## src/rtl/nibble_serial_adder_ctrl_if.sv

```systemverilog
// Handshake and operand/result bundle for the nibble-serial adder sequencer.
// The master side issues operations and the slave side is the sequencer.
interface nibble_serial_adder_ctrl_if #(
  parameter int NIBBLES = 4
);
  localparam int W = 4 * NIBBLES;

  logic         start;
  logic         sub;
  logic         cin;
  logic [W-1:0] op_a;
  logic [W-1:0] op_b;
  logic         busy;
  logic         done;
  logic [W-1:0] result;
  logic         cout;
  logic         ovf;

  modport master (
    output start, sub, cin, op_a, op_b,
    input  busy, done, result, cout, ovf
  );

  modport slave (
    input  start, sub, cin, op_a, op_b,
    output busy, done, result, cout, ovf
  );
endinterface

```

## src/rtl/nibble_serial_adder_ctrl.sv

```systemverilog
// Wide add/subtract built from one shared 4-bit ripple-carry slice, one nibble
// per clock, LSB nibble first, with the slice carry registered between cycles.
module nibble_serial_adder_ctrl #(
  parameter int NIBBLES = 4
) (
  input  logic                   clk,
  input  logic                   rst_n,
  nibble_serial_adder_ctrl_if.slave bus
);
  localparam int W  = 4 * NIBBLES;
  localparam int IW = $clog2(NIBBLES);
  localparam logic [IW-1:0] IDX_LAST = IW'(NIBBLES - 1);
  localparam logic [W-1:0]  NIB_MASK = W'(4'hF);

  typedef enum logic [1:0] {IDLE, RUN, DONE} state_t;

  state_t        state_q, state_d;
  logic [IW-1:0] idx_q, idx_d;
  logic          carry_q, carry_d;
  logic [W-1:0]  result_q, result_d;
  logic          cout_q, cout_d;
  logic          ovf_q, ovf_d;
  logic [W-1:0]  a_q, a_d;
  logic [W-1:0]  b_q, b_d;

  logic [IW+1:0] sh;
  logic [3:0]    a_nib, b_nib, s_nib;
  logic [4:0]    c;

  assign sh    = {idx_q, 2'b00};
  assign a_nib = 4'(a_q >> sh);
  assign b_nib = 4'(b_q >> sh);

  // Shared slice: four chained full adders; c[3] is the carry into the MSB bit.
  always_comb begin
    c     = '0;
    s_nib = '0;
    c[0]  = carry_q;
    for (int i = 0; i < 4; i++) begin
      s_nib[i] = a_nib[i] ^ b_nib[i] ^ c[i];
      c[i+1]   = (a_nib[i] & b_nib[i]) | (c[i] & (a_nib[i] ^ b_nib[i]));
    end
  end

  always_comb begin
    state_d  = state_q;
    idx_d    = idx_q;
    carry_d  = carry_q;
    result_d = result_q;
    cout_d   = cout_q;
    ovf_d    = ovf_q;
    a_d      = a_q;
    b_d      = b_q;
    unique case (state_q)
      IDLE: begin
        if (bus.start) begin
          a_d      = bus.op_a;
          b_d      = bus.sub ? ~bus.op_b : bus.op_b;
          carry_d  = bus.sub ? 1'b1 : bus.cin;
          result_d = '0;
          idx_d    = '0;
          state_d  = RUN;
        end
      end
      RUN: begin
        result_d = (result_q & ~(NIB_MASK << sh)) | (W'(s_nib) << sh);
        carry_d  = c[4];
        if (idx_q == IDX_LAST) begin
          cout_d  = c[4];
          ovf_d   = c[3] ^ c[4];
          idx_d   = '0;
          state_d = DONE;
        end else begin
          idx_d = idx_q + 1'b1;
        end
      end
      DONE:    state_d = IDLE;
      default: state_d = IDLE;
    endcase
  end

  always_ff @(posedge clk or negedge rst_n) begin
    if (!rst_n) begin
      state_q  <= IDLE;
      idx_q    <= '0;
      carry_q  <= 1'b0;
      result_q <= '0;
      cout_q   <= 1'b0;
      ovf_q    <= 1'b0;
    end else begin
      state_q  <= state_d;
      idx_q    <= idx_d;
      carry_q  <= carry_d;
      result_q <= result_d;
      cout_q   <= cout_d;
      ovf_q    <= ovf_d;
    end
  end

  // Operand holding registers carry no control meaning, so they skip reset.
  always_ff @(posedge clk) begin
    a_q <= a_d;
    b_q <= b_d;
  end

  assign bus.busy   = (state_q == RUN);
  assign bus.done   = (state_q == DONE);
  assign bus.result = result_q;
  assign bus.cout   = cout_q;
  assign bus.ovf    = ovf_q;
endmodule

```

## src/flat_wrapper.sv

```systemverilog
// flat-port wrapper written by rule: the top's interface ports become plain ports
module nibble_serial_adder_ctrl_flat 
#(
  parameter int NIBBLES = 4
)
  (clk, rst_n, bus_start, bus_sub, bus_cin, bus_op_a, bus_op_b, bus_busy, bus_done, bus_result, bus_cout, bus_ovf);
  nibble_serial_adder_ctrl_if #(.NIBBLES(NIBBLES)) bus_i ();
  input  logic clk;
  input  logic rst_n;
  input wire logic [$bits(bus_i.start)-1:0] bus_start;
  input wire logic [$bits(bus_i.sub)-1:0] bus_sub;
  input wire logic [$bits(bus_i.cin)-1:0] bus_cin;
  input wire logic [$bits(bus_i.op_a)-1:0] bus_op_a;
  input wire logic [$bits(bus_i.op_b)-1:0] bus_op_b;
  output wire logic [$bits(bus_i.busy)-1:0] bus_busy;
  output wire logic [$bits(bus_i.done)-1:0] bus_done;
  output wire logic [$bits(bus_i.result)-1:0] bus_result;
  output wire logic [$bits(bus_i.cout)-1:0] bus_cout;
  output wire logic [$bits(bus_i.ovf)-1:0] bus_ovf;
  assign bus_i.start = bus_start;
  assign bus_i.sub = bus_sub;
  assign bus_i.cin = bus_cin;
  assign bus_i.op_a = bus_op_a;
  assign bus_i.op_b = bus_op_b;
  assign bus_busy = bus_i.busy;
  assign bus_done = bus_i.done;
  assign bus_result = bus_i.result;
  assign bus_cout = bus_i.cout;
  assign bus_ovf = bus_i.ovf;
  nibble_serial_adder_ctrl #(.NIBBLES(NIBBLES)) u_core (.clk(clk), .rst_n(rst_n), .bus(bus_i));
endmodule
```

## config.mk

```make
export PLATFORM = sky130hd
export DESIGN_NAME = nibble_serial_adder_ctrl_flat
export DESIGN_NICKNAME = d
export VERILOG_FILES = /design/src/rtl/nibble_serial_adder_ctrl_if.sv /design/src/rtl/nibble_serial_adder_ctrl.sv /design/src/flat_wrapper.sv
export SDC_FILE = /design/constraint.sdc
export NUM_CORES = 1
export LEC_CHECK = 0
export ABC_AREA = 1
export ABC_CLOCK_PERIOD_IN_PS = 2700
export CORE_MARGIN = 5
export CORE_UTILIZATION = 41
export CTS_CLUSTER_DIAMETER = 100
export DETAILED_ROUTE_END_ITERATION = 8
export PLACE_DENSITY = 0.75
export SLEW_MARGIN = 10
export SYNTH_ARGS = -nofsm -noshare
export SYNTH_HDL_FRONTEND = slang
export SYNTH_SLANG_ARGS = --single-unit
```

## constraint.sdc

```tcl
create_clock -name clk -period 2.7 [get_ports clk]
set_input_delay 0.405 -clock clk [delete_from_list [all_inputs] [get_ports clk]]
set_output_delay 0.405 -clock clk [all_outputs]
set_load 0.005 [all_outputs]
```

==> run metrics, run 1 <==
status=finished, final reports clean; largest net degree at the start of global routing=33; Yosys top cell area share=0.354; total gr overflow=0; Area growth syn-to-layout=32.3%; Clock Tree Buf Depth=2; non-filler cells, final=roughly 440; Worst Path Required=2910 ps; Synth Flop Type=edfxtp_1; Post-CTS Hold Buffers=0; LEAKAGE=1.62 nW; CTS Buf Count=5; count leader, synth=nand2_1; Cell variety after synth=20; Peak Freq=373 MHz; max incr delay on CP=470 ps; # clock sinks=55; Final Hold Viols=0; syn nets=between 300 and 400; power per cell area=1120 nW/um^2; setup ws final=21.3 ps; Detailed Route Iter0 Violations=74; Slew @ Worst Pin=832 ps; largest cells by area after synthesis=edfxtp_1 35%, dfrtp_1 21%, nand2_1 17%; Yosys top cell by area=edfxtp_1; Mapped Cells=about 290; Detailed Route WL=5770 um; worst hold path class=in2async; Worst-path clk slew=roughly 100 ps; initial core utilization=0.425; CTS tree=yes; synth warn=0; fin crit share=0.992; Worst setup EP type=register; Slew headroom=0.444; EDFF count, synth=32; worst reg-to-reg setup slack=approximately 21 ps; clock skew=8.02 ps; post-place setup slack=0.0198 ps; flop and latch count out of synthesis=55; reg2reg start=u_core.idx_q[0]; Die Area=approximately 8300 sq um; Ant. Diodes=0; number of core rows=29; list of most frequent post-synthesis cells=123 x nand2_1, 32 x edfxtp_1, 23 x dfrtp_1; Inst Count DP=421; Crit path arrival time=roughly 2900 ps; CTS H-tree lvls=2; Worst-Skew Late Latency=between 300 and 400 ps; RSZ-0062 raised after global routing=yes; die height=91.4 um; ys async rst share=0.418; Routed WL per cell=13.2 um; max cap viols=0; vias in the first global route=2121; Via density=4.77; slowest CP cell=dfrtp_2; global-route wire length before repair=9710 um; Mapped Area=2720 sq um; minimum clock period=~2700 ps; Peak supply drop=0.652 mV; sequential area share after synthesis=0.566; DRT Pass-1 Iters=4; I/O pin total=57; cell breakdown of the critical path=inv_4 -> nand2_1 -> nand3_2 -> nand2_2 -> fa_2 -> inv_2 -> fa_2 -> inv_2 -> fa_2 -> inv_2 -> fa_2 -> nand3_1 -> nand2_1 -> nand2_1 -> nand2_1; # fillers=571; die width=~91 um; DRC=0; average size of a mapped cell=9.43 sq um; critical setup path kind=reg2reg; Max Slew Vio Count=0; crit-path max FO=5; Global Route Usage Sum=0.142; R2R cell count=15; nets@finish=just over 400; DP HPWL=between 4000 and 5000 um; detailed-route via count=2079; Port Buffers=56; GP Congestion=0.830; Reg-to-Reg End=u_core.bus.result[11]; CP top delay family=adder cells; worst path bufs/invs=4; Core Area=between 6000 and 7000 sq um; clk root buf=clkbuf_8; final setup vio count=0; Final ANT Viol Nets=0; crit start category=register; share of post-route cells with drive strength above 1=0.162; initial antenna violation count=0
-- layout by cell type, fill, tap and decap left out --
cell type / n
xnor2_1: 1
fa_2: 4
o21ai_4: 1
inv_2: 5
inv_6: 1
edfxtp_1: 32
buf_6: 3
o21ai_1: 4
nor2_4: 1
clkdlybuf4s50_1: 56
xor2_1: 16
clkbuf_8: 5
nor2_1: 13
o21ai_0: 3
dfrtp_1: 21
buf_4: 15
clkinvlp_4: 3
nand2_1: 116
nand3_2: 4
inv_4: 1
ha_1: 4
dfrtp_2: 2
nand2_2: 13
nand3_1: 16
o211ai_1: 4
inv_1: 15
-- registers in the layout, indices dropped and copies added, names as in the netlist --
signal and flops:
u_core.carry_q 1, u_core.bus.cout 1, u_core.state_q 2, u_core.a_q 16, u_core.bus.ovf 1, u_core.bus.result 16
u_core.idx_q 2, u_core.b_q 16
-- what timing repair did --
item	in CTS	in global routing
setup buffers	1	5
gates cloned	1	0
pin swaps	1	12
endpoints found under the setup margin	3	5
resized for setup	3	21
-- cell type report --
type,instances,area (sq um),area share
clock buffer,5,68.8,0.0192
clock inverter,3,23.8,0.00662
inverter,21,81.3,0.0226
multi-input combinational,200,1070,0.297
sequential,55,1540,0.429
tap,77,96.3,0.0268
timing repair buffer,74,707,0.197
timing repair inverter,1,7.51,0.00209
-- stage by stage --
step | power (mW) | hold WS [ps] | area, sq um | TNS [ps] | utilization
5_1_grt | 4.42 | 508 | 3590 | -442 | 0.562
4_1_cts | 3.86 | 467 | 3500 | 0 | 0.548
6_report | 4.03 | 449 | 3590 | 0 | 0.562
2_1_floorplan | 2.69 | 109 | 2730 | 0 | -
3_5_place_dp | 3.38 | 471 | 3380 | 0 | 0.530
3_3_place_gp | 3.30 | 468 | 3380 | 0 | 0.530
-- kinds of logic after synthesis --
kind of cell,after synthesis,synth area share
simple gates,163,0.243
flops,55,0.566
buf+inv,33,0.0585
xor+xnor,17,0.0548
compound gates,12,0.0300
fa+ha+maj,8,0.0479
-- metal layers --
layer / GRT usage / wire, um / part of all wire
met2: 0.251 / 2910 / 0.50
met3: 0.0421 / 371 / 0.064
met5: 0 / 0 / 0
met4: 0.0428 / 126 / 0.022
met1: 0.165 / 2370 / 0.41
-- worst reg2reg max path: cells and delay by family (launching register included) --
family	cells	cell delay (ps)
adder cells (fa/ha/maj)	4	1380
flip-flops	1	470
AND/OR/NAND/NOR	7	470
buffers and inverters	4	280
-- report_power, final --
group	switching (mW)	internal, mW	total, mW
Clock	0.272	0.186	0.458
Sequential	0.171	1.16	1.33
Combinational	1.23	1.00	2.23
Total	1.67	2.35	4.03
-- how the worst max path moves through the flow --
stage                    startpoint               endpoint  cells past startpoint
floorplan           u_core.idx_q[0]  u_core.bus.result[11]                     16
detailed placement  u_core.idx_q[0]   u_core.bus.result[3]                     15
CTS                 u_core.idx_q[0]   u_core.bus.result[3]                     15
global placement    u_core.idx_q[0]  u_core.bus.result[15]                     15
global route        u_core.idx_q[0]   u_core.bus.result[3]                     15
finish              u_core.idx_q[0]  u_core.bus.result[11]                     15
Power figures use the tool's default switching activity.
==> run 2: changes to the inputs <==
--- a/config.mk
+++ b/config.mk
@@ -6,7 +6,6 @@
 export NUM_CORES = 1
 export LEC_CHECK = 0
 export ABC_AREA = 1
-export ABC_CLOCK_PERIOD_IN_PS = 2700
 export CORE_MARGIN = 5
 export CORE_UTILIZATION = 41
 export CTS_CLUSTER_DIAMETER = 100
==> results of run 2 <==
No change in the layout: final DEF, timing and power equal those of run 1.
